--- src/rtl/wb_master_pkg.sv ---
// wb_master_pkg: shared FSM state type, CTI encodings and CTI selection helper for the Wishbone burst master
package wb_master_pkg;
   typedef enum logic [1:0] {IDLE, WR_WAIT, BUS} state_t;
   localparam logic [2:0] CTI_CLASSIC = 3'b000;
   localparam logic [2:0] CTI_INCR    = 3'b010;
   localparam logic [2:0] CTI_EOB     = 3'b111;
   function automatic logic [2:0] cti_of(input logic single, input logic last);
      return single ? CTI_CLASSIC : last ? CTI_EOB : CTI_INCR;
   endfunction
endpackage

--- src/rtl/wbm_beat_gen.sv ---
// wbm_beat_gen: beat counter, wrapping address incrementer and CTI / last-beat generation
// Ports: i_clk, i_rst_n (sync active-low); i_load latches i_addr/i_len at command accept;
//        i_step advances one beat on ack; i_clr ends the cycle (CTI back to classic);
//        o_addr/o_cti are registered Wishbone address/CTI, o_last flags the final beat.
module wbm_beat_gen
   import wb_master_pkg::*;
#(
   parameter int AW = 26,
   parameter int LW = 4
) (
   input  logic          i_clk,
   input  logic          i_rst_n,
   input  logic          i_load,
   input  logic          i_step,
   input  logic          i_clr,
   input  logic [AW-1:0] i_addr,
   input  logic [LW-1:0] i_len,
   output logic [AW-1:0] o_addr,
   output logic [2:0]    o_cti,
   output logic          o_last
);
   logic [LW-1:0] r_beat, r_len, w_beat, w_len;
   logic [AW-1:0] r_addr;
   logic [2:0]    r_cti;
   // CTI is computed for the beat that becomes current after this edge
   assign w_len  = i_load ? i_len : r_len;
   assign w_beat = i_load ? '0 : r_beat + 1'b1;
   assign o_last = r_beat == r_len;
   assign o_addr = r_addr;
   assign o_cti  = r_cti;
   always_ff @(posedge i_clk)
      if (!i_rst_n) begin
         r_beat <= '0;
         r_len  <= '0;
         r_addr <= '0;
         r_cti  <= CTI_CLASSIC;
      end else if (i_clr) begin
         r_beat <= '0;
         r_len  <= '0;
         r_cti  <= CTI_CLASSIC;
      end else if (i_load || i_step) begin
         r_beat <= w_beat;
         r_len  <= w_len;
         r_cti  <= cti_of(w_len == '0, w_beat == w_len);
         r_addr <= i_load ? i_addr : r_addr + 1'b1;
      end
endmodule

--- src/rtl/wb_burst_master.sv ---
// wb_burst_master: turns one command into a single or incrementing-burst Wishbone cycle
// Ports: sys_clk/RESETN (sync active-low); cmd_* command handshake (len = beats-1, sel on every beat);
//        wdat_* write-beat handshake; rd_valid/rd_data read beats; done/err completion pulses;
//        wb_* registered Wishbone initiator outputs, wb_dat_i/wb_ack_i slave responses.
// Build option: define WBM_TIMEOUT_EN to abort a cycle after TIMEOUT_CYC cycles without ack;
//        otherwise err is tied low and the master waits indefinitely.
module wb_burst_master
   import wb_master_pkg::*;
#(
   parameter int dw          = 32,
   parameter int AW          = 26,
   parameter int MAX_LEN     = 16,
   parameter int TIMEOUT_CYC = 1024
) (
   input  logic                       sys_clk,
   input  logic                       RESETN,
   input  logic                       cmd_valid,
   output logic                       cmd_ready,
   input  logic                       cmd_we,
   input  logic [AW-1:0]              cmd_addr,
   input  logic [$clog2(MAX_LEN)-1:0] cmd_len,
   input  logic [dw/8-1:0]            cmd_sel,
   input  logic                       wdat_valid,
   output logic                       wdat_ready,
   input  logic [dw-1:0]              wdat,
   output logic                       rd_valid,
   output logic [dw-1:0]              rd_data,
   output logic                       done,
   output logic                       err,
   output logic                       wb_cyc_o,
   output logic                       wb_stb_o,
   output logic                       wb_we_o,
   output logic [AW-1:0]              wb_addr_o,
   output logic [dw-1:0]              wb_dat_o,
   output logic [dw/8-1:0]            wb_sel_o,
   output logic [2:0]                 wb_cti_o,
   input  logic [dw-1:0]              wb_dat_i,
   input  logic                       wb_ack_i
);
   localparam int LW = $clog2(MAX_LEN);
   state_t r_state, w_next;
   logic w_ack, w_last, w_to, w_accept, w_step, w_end;
   logic r_cyc, r_stb, r_we, r_rd_valid, r_done, r_err;
   logic [dw/8-1:0] r_sel;
   logic [dw-1:0]   r_dat, r_rd_data;
   // an ack only counts while the strobe is actually presented
   assign w_ack = wb_ack_i & r_stb;
`ifdef WBM_TIMEOUT_EN
   localparam int TW = $clog2(TIMEOUT_CYC);
   logic [TW-1:0] r_to;
   always_ff @(posedge sys_clk)
      r_to <= (!RESETN || !r_cyc || w_ack) ? '0 : r_to + 1'b1;
   assign w_to = r_cyc && !w_ack && r_to == TW'(TIMEOUT_CYC - 1);
`else
   assign w_to = 1'b0 & (TIMEOUT_CYC > 0);
`endif
   always_ff @(posedge sys_clk)
      r_state <= !RESETN ? IDLE : w_next;
   always_comb begin
      w_next = r_state;
      if (r_state == IDLE)
         w_next = cmd_valid ? (cmd_we ? WR_WAIT : BUS) : IDLE;
      else if (w_to)
         w_next = IDLE;
      else if (r_state == WR_WAIT)
         w_next = wdat_valid ? BUS : WR_WAIT;
      else if (w_ack)
         w_next = w_last ? IDLE : (!r_we || wdat_valid) ? BUS : WR_WAIT;
   end
   // a write burst either streams the next beat in the ack cycle or parks in WR_WAIT
   always_comb begin
      cmd_ready  = r_state == IDLE;
      w_accept   = cmd_ready && cmd_valid;
      w_step     = r_state == BUS && w_ack && !w_last;
      wdat_ready = wdat_valid && !w_to && (r_state == WR_WAIT || (w_step && r_we));
      w_end      = r_state != IDLE && w_next == IDLE;
   end
   always_ff @(posedge sys_clk)
      if (!RESETN) begin
         r_cyc      <= 1'b0;
         r_stb      <= 1'b0;
         r_we       <= 1'b0;
         r_sel      <= '0;
         r_dat      <= '0;
         r_rd_valid <= 1'b0;
         r_rd_data  <= '0;
         r_done     <= 1'b0;
         r_err      <= 1'b0;
      end else begin
         r_cyc      <= w_next != IDLE;
         r_stb      <= w_next == BUS;
         r_we       <= w_accept ? cmd_we : r_we;
         r_sel      <= w_accept ? cmd_sel : r_sel;
         r_dat      <= wdat_ready ? wdat : r_dat;
         r_rd_valid <= w_ack && !r_we;
         r_rd_data  <= (w_ack && !r_we) ? wb_dat_i : r_rd_data;
         r_done     <= w_ack && w_last;
         r_err      <= w_to;
      end
   wbm_beat_gen #(.AW(AW), .LW(LW)) u_beat (
      .i_clk   (sys_clk),
      .i_rst_n (RESETN),
      .i_load  (w_accept),
      .i_step  (w_step),
      .i_clr   (w_end),
      .i_addr  (cmd_addr),
      .i_len   (cmd_len),
      .o_addr  (wb_addr_o),
      .o_cti   (wb_cti_o),
      .o_last  (w_last)
   );
   assign wb_cyc_o = r_cyc;
   assign wb_stb_o = r_stb;
   assign wb_we_o  = r_we;
   assign wb_sel_o = r_sel;
   assign wb_dat_o = r_dat;
   assign rd_valid = r_rd_valid;
   assign rd_data  = r_rd_data;
   assign done     = r_done;
   assign err      = r_err;
endmodule

--- config.mk ---
export PLATFORM = sky130hd
export DESIGN_NAME = wb_burst_master
export DESIGN_NICKNAME = d
export VERILOG_FILES = /design/src/rtl/wb_master_pkg.sv /design/src/rtl/wbm_beat_gen.sv /design/src/rtl/wb_burst_master.sv
export SDC_FILE = /design/constraint.sdc
export NUM_CORES = 1
export LEC_CHECK = 0
export BUFFER_PORTS_ARGS = -buffer_cell sky130_fd_sc_hd__buf_2
export CAP_MARGIN = 5
export CORE_UTILIZATION = 47
export DETAILED_ROUTE_END_ITERATION = 16
export GPL_TIMING_DRIVEN = 0
export PLACE_DENSITY = 0.78
export REMOVE_ABC_BUFFERS = 1
export SLEW_MARGIN = 20
export SYNTH_ARGS = -nofsm -noshare
export SYNTH_HDL_FRONTEND = slang
export SYNTH_SLANG_ARGS = --single-unit
--- constraint.sdc ---
create_clock -name sys_clk -period 2.45 [get_ports sys_clk]
set_input_delay 0.49 -clock sys_clk [delete_from_list [all_inputs] [get_ports sys_clk]]
set_output_delay 0.49 -clock sys_clk [all_outputs]
set_load 0.02 [all_outputs]
==> metrics.yaml, run 1 <==
dieWidth_um: 100.8
crit_family: "simple AND/OR/NAND/NOR gates"
drive_gt1_share_pct: 33.70
grt_use_total_pct: 22.51
hpwl_um: 8462
setup_slack_ns: -0.06620
leakage_nw: 2.849
vias_per_cell: 5.143
power_per_cell_area_nw_per_um2: 627.3
antenna_found_initial: 0
end_kind: "output port"
fmax_mhz: 397.4
grt_max_degree: 76
synth_top_family_by_area: "simple AND/OR/NAND/NOR gates"
final_cell_mix: "buf_2, dfxtp_1, nand2_1, a21oi_1, nor2_1"
synth_simple_gate_area_share_pct: 20.28
drc_errors: 0
synth-seq-cells: 111
syn-cell-area_um2: 4583
crit_required_ns: 1.96
clkLatencyLatePin_ns: 0.36
nets: 829
clk_pin_slew_ns: 0.11
drt-total-wl_um: 11720
synth-edff-count: 0
cp.arrival_ns: 2.03
violations: "negative setup slack"
multiInputGateArea_um2: 2215
grt-ovfl-total: 0
num_rows: 35
critPathMaxStageDelay_ns: 0.57
ant_nets: 0
vias: 4402
fp.dieH_um: 100.8
irDropWorstVdd_mv: 0.3783
cp-start-kind: "register"
port_buffers: 207
regArea_um2: 2232
slew_headroom_pct: 51.52
synthXorXnorAreaFrac_pct: 6.306
clock-sinks: 111
drv_slew: 0
cp_slowest_cell: "or4_4"
cts_tree: "yes"
coreArea_um2: 9328
async_reset_ff_share_pct: 0
cts-buffers-inserted: 9
start_util_pct: 49.13
synth-adder-area-share_pct: 0.5460
cts-htree-levels: 3
ys.flop_type: "dfxtp_1"
first_pass_iters: 4
max_slew.worst_pin.slew_ns: 0.7272
fin_crit_sh_pct: 102.7
fillCellCount: 837
fin_skew_ns: 0.01128
worstSetupPathType: "reg2out"
critPathBufInv: 3
fin_crit_ns: 2.516
pin_count: 209
finalSetupViolations: 1
ys_seq_area_share_pct: 48.48
cp_cell_sequence: "xor2_4, or4_4, a32oi_4, clkbuf_16, inv_4, buf_6"
status: "finished, violations left"
synth_compound_area_share_pct: 12.78
clk_path_buf_depth: 2
dieArea_um2: 10150
drt-initial-drc-count: 200
final_hold_viol_count: 0
yosysWarnings: 0
grt_setup_unrepaired: "true"
ctsHoldBuffers: 0
root_buffer: "clkbuf_8"
ys_types: 38
critical_path.max_fanout: 3
drv_cap: 0
tns_ns: -0.06620
final_common_cell: "buf_2"
areaGrowthSynthToFinish_pct: 30.08
grt_pass1_wl_um: 18420
avgRoutedWirePerCell_um: 13.69
avgSynthCellArea_um2: 8.599
gp_congestion: 0.8230
netlist_instances: 533
grt_pass1_vias: 4086
diodes: 0
synth.mux.area_fraction_pct: 7.207
preCtsSetupSlack_ns: 0.1496
hp-class: "in2reg"
-- cell usage after synthesis (2+ instances only) --
master | count | share of area, %
dfxtp_1 | 111 | 48
nand2_1 | 102 | 8.4
a21oi_1 | 66 | 7.2
nor2_1 | 41 | 3.4
mux2i_1 | 33 | 7.2
clkbuf_1 | 27 | 2.2
o21ai_0 | 25 | 2.7
xnor2_1 | 20 | 3.8
nor4_1 | 15 | 2.0
nand3_1 | 14 | 1.5
xor2_1 | 13 | 2.5
nor3_1 | 11 | 1.2
nand4_1 | 8 | 1.1
and4_1 | 6 | 1.1
inv_1 | 5 | 0.41
and3_1 | 3 | 0.41
buf_8 | 3 | 0.98
a211oi_1 | 2 | 0.33
a31oi_1 | 2 | 0.27
and2_1 | 2 | 0.27
buf_1 | 2 | 0.16
buf_2 | 2 | 0.22
buf_4 | 2 | 0.33
ha_1 | 2 | 0.55
nor2b_1 | 2 | 0.27
o21a_1 | 2 | 0.33
-- registers in the layout, summed over array words and instances, names as in the netlist --
register	count
u_beat.o_cti	2
wb_sel_o	4
u_beat.r_beat	4
wb_we_o	1
u_beat.r_len	4
rd_data	32
r_state	2
wb_stb_o	1
done	1
rd_valid	1
wb_dat_o	32
u_beat.o_addr	26
wb_cyc_o	1
-- cell type report --
type | count | share of cell area [%]
clock buffers | 9 | 2.078
well taps | 129 | 2.707
clock inverters | 6 | 0.8604
inverters | 5 | 0.3987
multi-input cells | 381 | 37.15
flip-flops and latches | 111 | 37.44
repair buffers | 215 | 19.37
-- layer usage --
metal / track usage, % / part of all wire, % / vias to the layer above
met4: 8.807 / 2.0 / 0
met3: 4.022 / 6.2 / 21
met1: 26.36 / 41 / 2026
li1: - / - / 2208
met2: 40.67 / 50 / 147
met5: 0 / 0 / -
-- timing repair --
item | in CTS | in global routing
endpoints found under the setup margin | 1 | 20
gates resized for setup | 14 | 1
pin swaps | 3 | 1
buffers inserted | 3 | 0
gates cloned | 0 | 0
-- per-stage QoR --
| step | total power, mW | hold slack [ns] | instance area, um2 | util (%) | cells |
|---|---|---|---|---|---|
| finish | 3.740 | 0.3529 | 5962 | 63.92 | 856 |
| global placement | 2.707 | 0.4395 | 5602 | 60.05 | 833 |
| CTS | 3.775 | 0.3335 | 5964 | 63.94 | 856 |
| detailed placement | 2.752 | 0.4430 | 5714 | 61.26 | 838 |
| global route | 3.925 | 0.3365 | 5962 | 63.92 | 856 |
| floorplan | 2.450 | 0.4605 | 4404 | - | 497 |
-- final timing paths --
kind / start / endpoint / slack (ns) / cells past startpoint
setup reg to reg: u_beat.r_len[1]$_SDFFE_PP0P_ / wb_dat_o[23]$_SDFFE_PN0P_ / 0.03 / 8
hold / removal: wb_dat_i[24] / rd_data[24]$_SDFFE_PN0P_ / 0.35 / 3
hold reg to reg: rd_data[9]$_SDFFE_PN0P_ / rd_data[9]$_SDFFE_PN0P_ / 0.46 / 2
setup / recovery: u_beat.r_len[1]$_SDFFE_PP0P_ / wdat_ready / -0.07 / 6
-- cell families (layout without fill, tap and decap cells) --
| kind of cell | after synthesis | in the layout |
|---|---|---|
| and+or+nand+nor | 207 | 207 |
| DFF | 111 | 111 |
| AOI/OAI and AO/OA | 105 | 105 |
| buffers and inverters | 41 | 235 |
| xor gates and xnor gates | 33 | 33 |
| muxes | 33 | 33 |
| adders and majority gates | 2 | 2 |
| other | 1 | 1 |
-- worst reg2reg max path: stages (launching register included) --
cell and delay [ns]:
dfxtp_4 0.38, xor2_4 0.18, or4_4 0.57, a32oi_4 0.21, clkbuf_16 0.17, buf_4 0.28
buf_16 0.21, mux2i_1 0.21, nor2_1 0.05
-- where the power goes --
group / switching [mW] / internal, mW / total (mW)
Combinational: 0.429 / 0.279 / 0.708
Sequential: 0.0983 / 1.91 / 2.01
Clock: 0.637 / 0.382 / 1.02
Total: 1.16 / 2.58 / 3.74
(Power assumes the default switching activity.)
==> run 2, diff against run 1 <==
--- a/config.mk
+++ b/config.mk
@@ -11,7 +11,6 @@
 export DETAILED_ROUTE_END_ITERATION = 16
 export GPL_TIMING_DRIVEN = 0
 export PLACE_DENSITY = 0.78
-export REMOVE_ABC_BUFFERS = 1
 export SLEW_MARGIN = 20
 export SYNTH_ARGS = -nofsm -noshare
 export SYNTH_HDL_FRONTEND = slang
==> metrics.yaml, run 2 (synthesis results as in run 1) <==
syn-num-nets: 639
grt_pass1_vias: 4487
hpwl_um: 9669
clk_path_buf_depth: 2
grt_max_degree: 20
hp-class: "in2reg"
vias: 4603
grt-ovfl-total: 0
cp-start-kind: "register"
gp_congestion: 0.8595
setup_slack_ns: -0.05867
cp.arrival_ns: 2.02
end_kind: "output port"
clkLatencyLatePin_ns: 0.36
drt-total-wl_um: 12800
dieArea_um2: 10150
clock-sinks: 111
avgRoutedWirePerCell_um: 14.36
drv_slew: 0
dieWidth_um: 100.8
critPathMaxStageDelay_ns: 0.57
cts_tree: "yes"
drt-initial-drc-count: 113
max_slew.worst_pin.slew_ns: 0.6739
nets: 864
fp.dieH_um: 100.8
cts-buffers-inserted: 9
final_cells: 891
areaGrowthSynthToFinish_pct: 32.57
final_hold_viol_count: 0
drive_gt1_share_pct: 32.28
clk_pin_slew_ns: 0.11
ant_nets: 0
final_common_cell: "buf_2"
diodes: 0
dp_cells: 868
grt_pass1_wl_um: 20470
violations: "negative setup slack"
final_cell_mix: "buf_2, dfxtp_1, nand2_1, a21oi_1, nor2_1"
fin_crit_sh_pct: 102.4
root_buffer: "clkbuf_8"
crit_required_ns: 1.96
final_core_util_pct: 65.14
pin_count: 209
cp_cell_sequence: "xor2_4, or4_4, a32oi_4, buf_8, inv_4, buf_6"
hold_slack_ns: 0.3437
drc_errors: 0
status: "finished, violations left"
worstSetupPathType: "reg2out"
port_buffers: 206
drv_cap: 0
vias_per_cell: 5.166
start_util_pct: 49.13
first_pass_iters: 5
leakage_nw: 2.889
cp_slowest_cell: "or4_4"
num_rows: 35
power.total_mw: 3.773
critical_path.max_fanout: 3
finalSetupViolations: 1
power_per_cell_area_nw_per_um2: 621.1
fin_skew_ns: 0.01383
irDropWorstVdd_mv: 0.3428
slew_headroom_pct: 54.49
grt_setup_unrepaired: "true"
antenna_found_initial: 0
cts-htree-levels: 3
grt_use_total_pct: 25.39
coreArea_um2: 9328
fmax_mhz: 398.6
fin_crit_ns: 2.509
fillCellCount: 797
==> run 2: cell count changes in the layout (fill, tap and decap cells not counted), moves of 2 or more <==
cell        delta
buf_1          +2
buf_16         -2
buf_4          +7
buf_8          +3
clkbuf_1      +27
clkinvlp_4     +2
xor2_2         -2
==> run 2: worst paths after layout <==
kind                                    endpoint                    startpoint  depth (start not counted)  slack [ns]
setup / recovery                      wdat_ready  u_beat.r_len[3]$_SDFFE_PP0P_                          6       -0.06
hold / removal           rd_data[9]$_SDFFE_PN0P_                   wb_dat_i[9]                          3        0.34
setup reg to reg  u_beat.o_addr[25]$_SDFFE_PN0P_  u_beat.r_len[3]$_SDFFE_PP0P_                          7        0.14
hold reg to reg         rd_data[11]$_SDFFE_PN0P_      rd_data[11]$_SDFFE_PN0P_                          2        0.46
==> run 2: final cells by class <==
cell class,instances,area (um2),share of cell area (%)
clock buffers,9,123.9,2.039
flip-flops and latches,111,2235,36.78
plain buffers,36,178.9,2.945
inverters,5,21.27,0.3501
clock inverters,6,57.56,0.9473
repair buffers,214,1097,18.06
well taps,129,161.4,2.657
multi-input cells,381,2201,36.22
==> run 2: power by group <==
group          switching, mW  total (mW)  internal, mW
registers              0.103        2.02          1.91
logic                  0.443       0.731         0.287
clock network          0.643        1.03         0.383
total                   1.19        3.77          2.58
==> run 2: layer usage <==
metal	global-route usage, %	wire length [um]	up-vias
met5	0	0	-
met4	9.699	263	0
met3	5.062	835	25
met2	44.15	6353	185
met1	30.93	5346	2127
li1	-	-	2266
==> run 2: critical path, delay by kind of cell, from the launching register on <==
kind | cells | cell delay [ns]
buffers and inverters | 3 | 0.29
AOI/OAI and AO/OA | 1 | 0.24
xor gates and xnor gates | 1 | 0.18
and+or+nand+nor | 1 | 0.57
DFF | 1 | 0.39
==> run 2: stage by stage <==
| stage | TNS [ns] | worst slack (ns) | instance area, um2 |
|---|---|---|---|
| after floorplan | 0 | 0.2212 | 4583 |
| after global placement | 0 | 0.02370 | 5776 |
| after detailed placement | 0 | 0.004239 | 5776 |
| after CTS | -0.1410 | -0.1410 | 6048 |
| after global routing | -0.2193 | -0.1320 | 6076 |
| final | -0.05867 | -0.05867 | 6076 |
==> run 2: repair_timing <==
| action | in CTS | in global routing |
|---|---|---|
| hold buffers | 0 | 0 |
| resized for setup | 10 | 5 |
| setup endpoints to repair | 1 | 1 |
| pin swaps | 3 | 3 |
| buffers inserted | 7 | 1 |
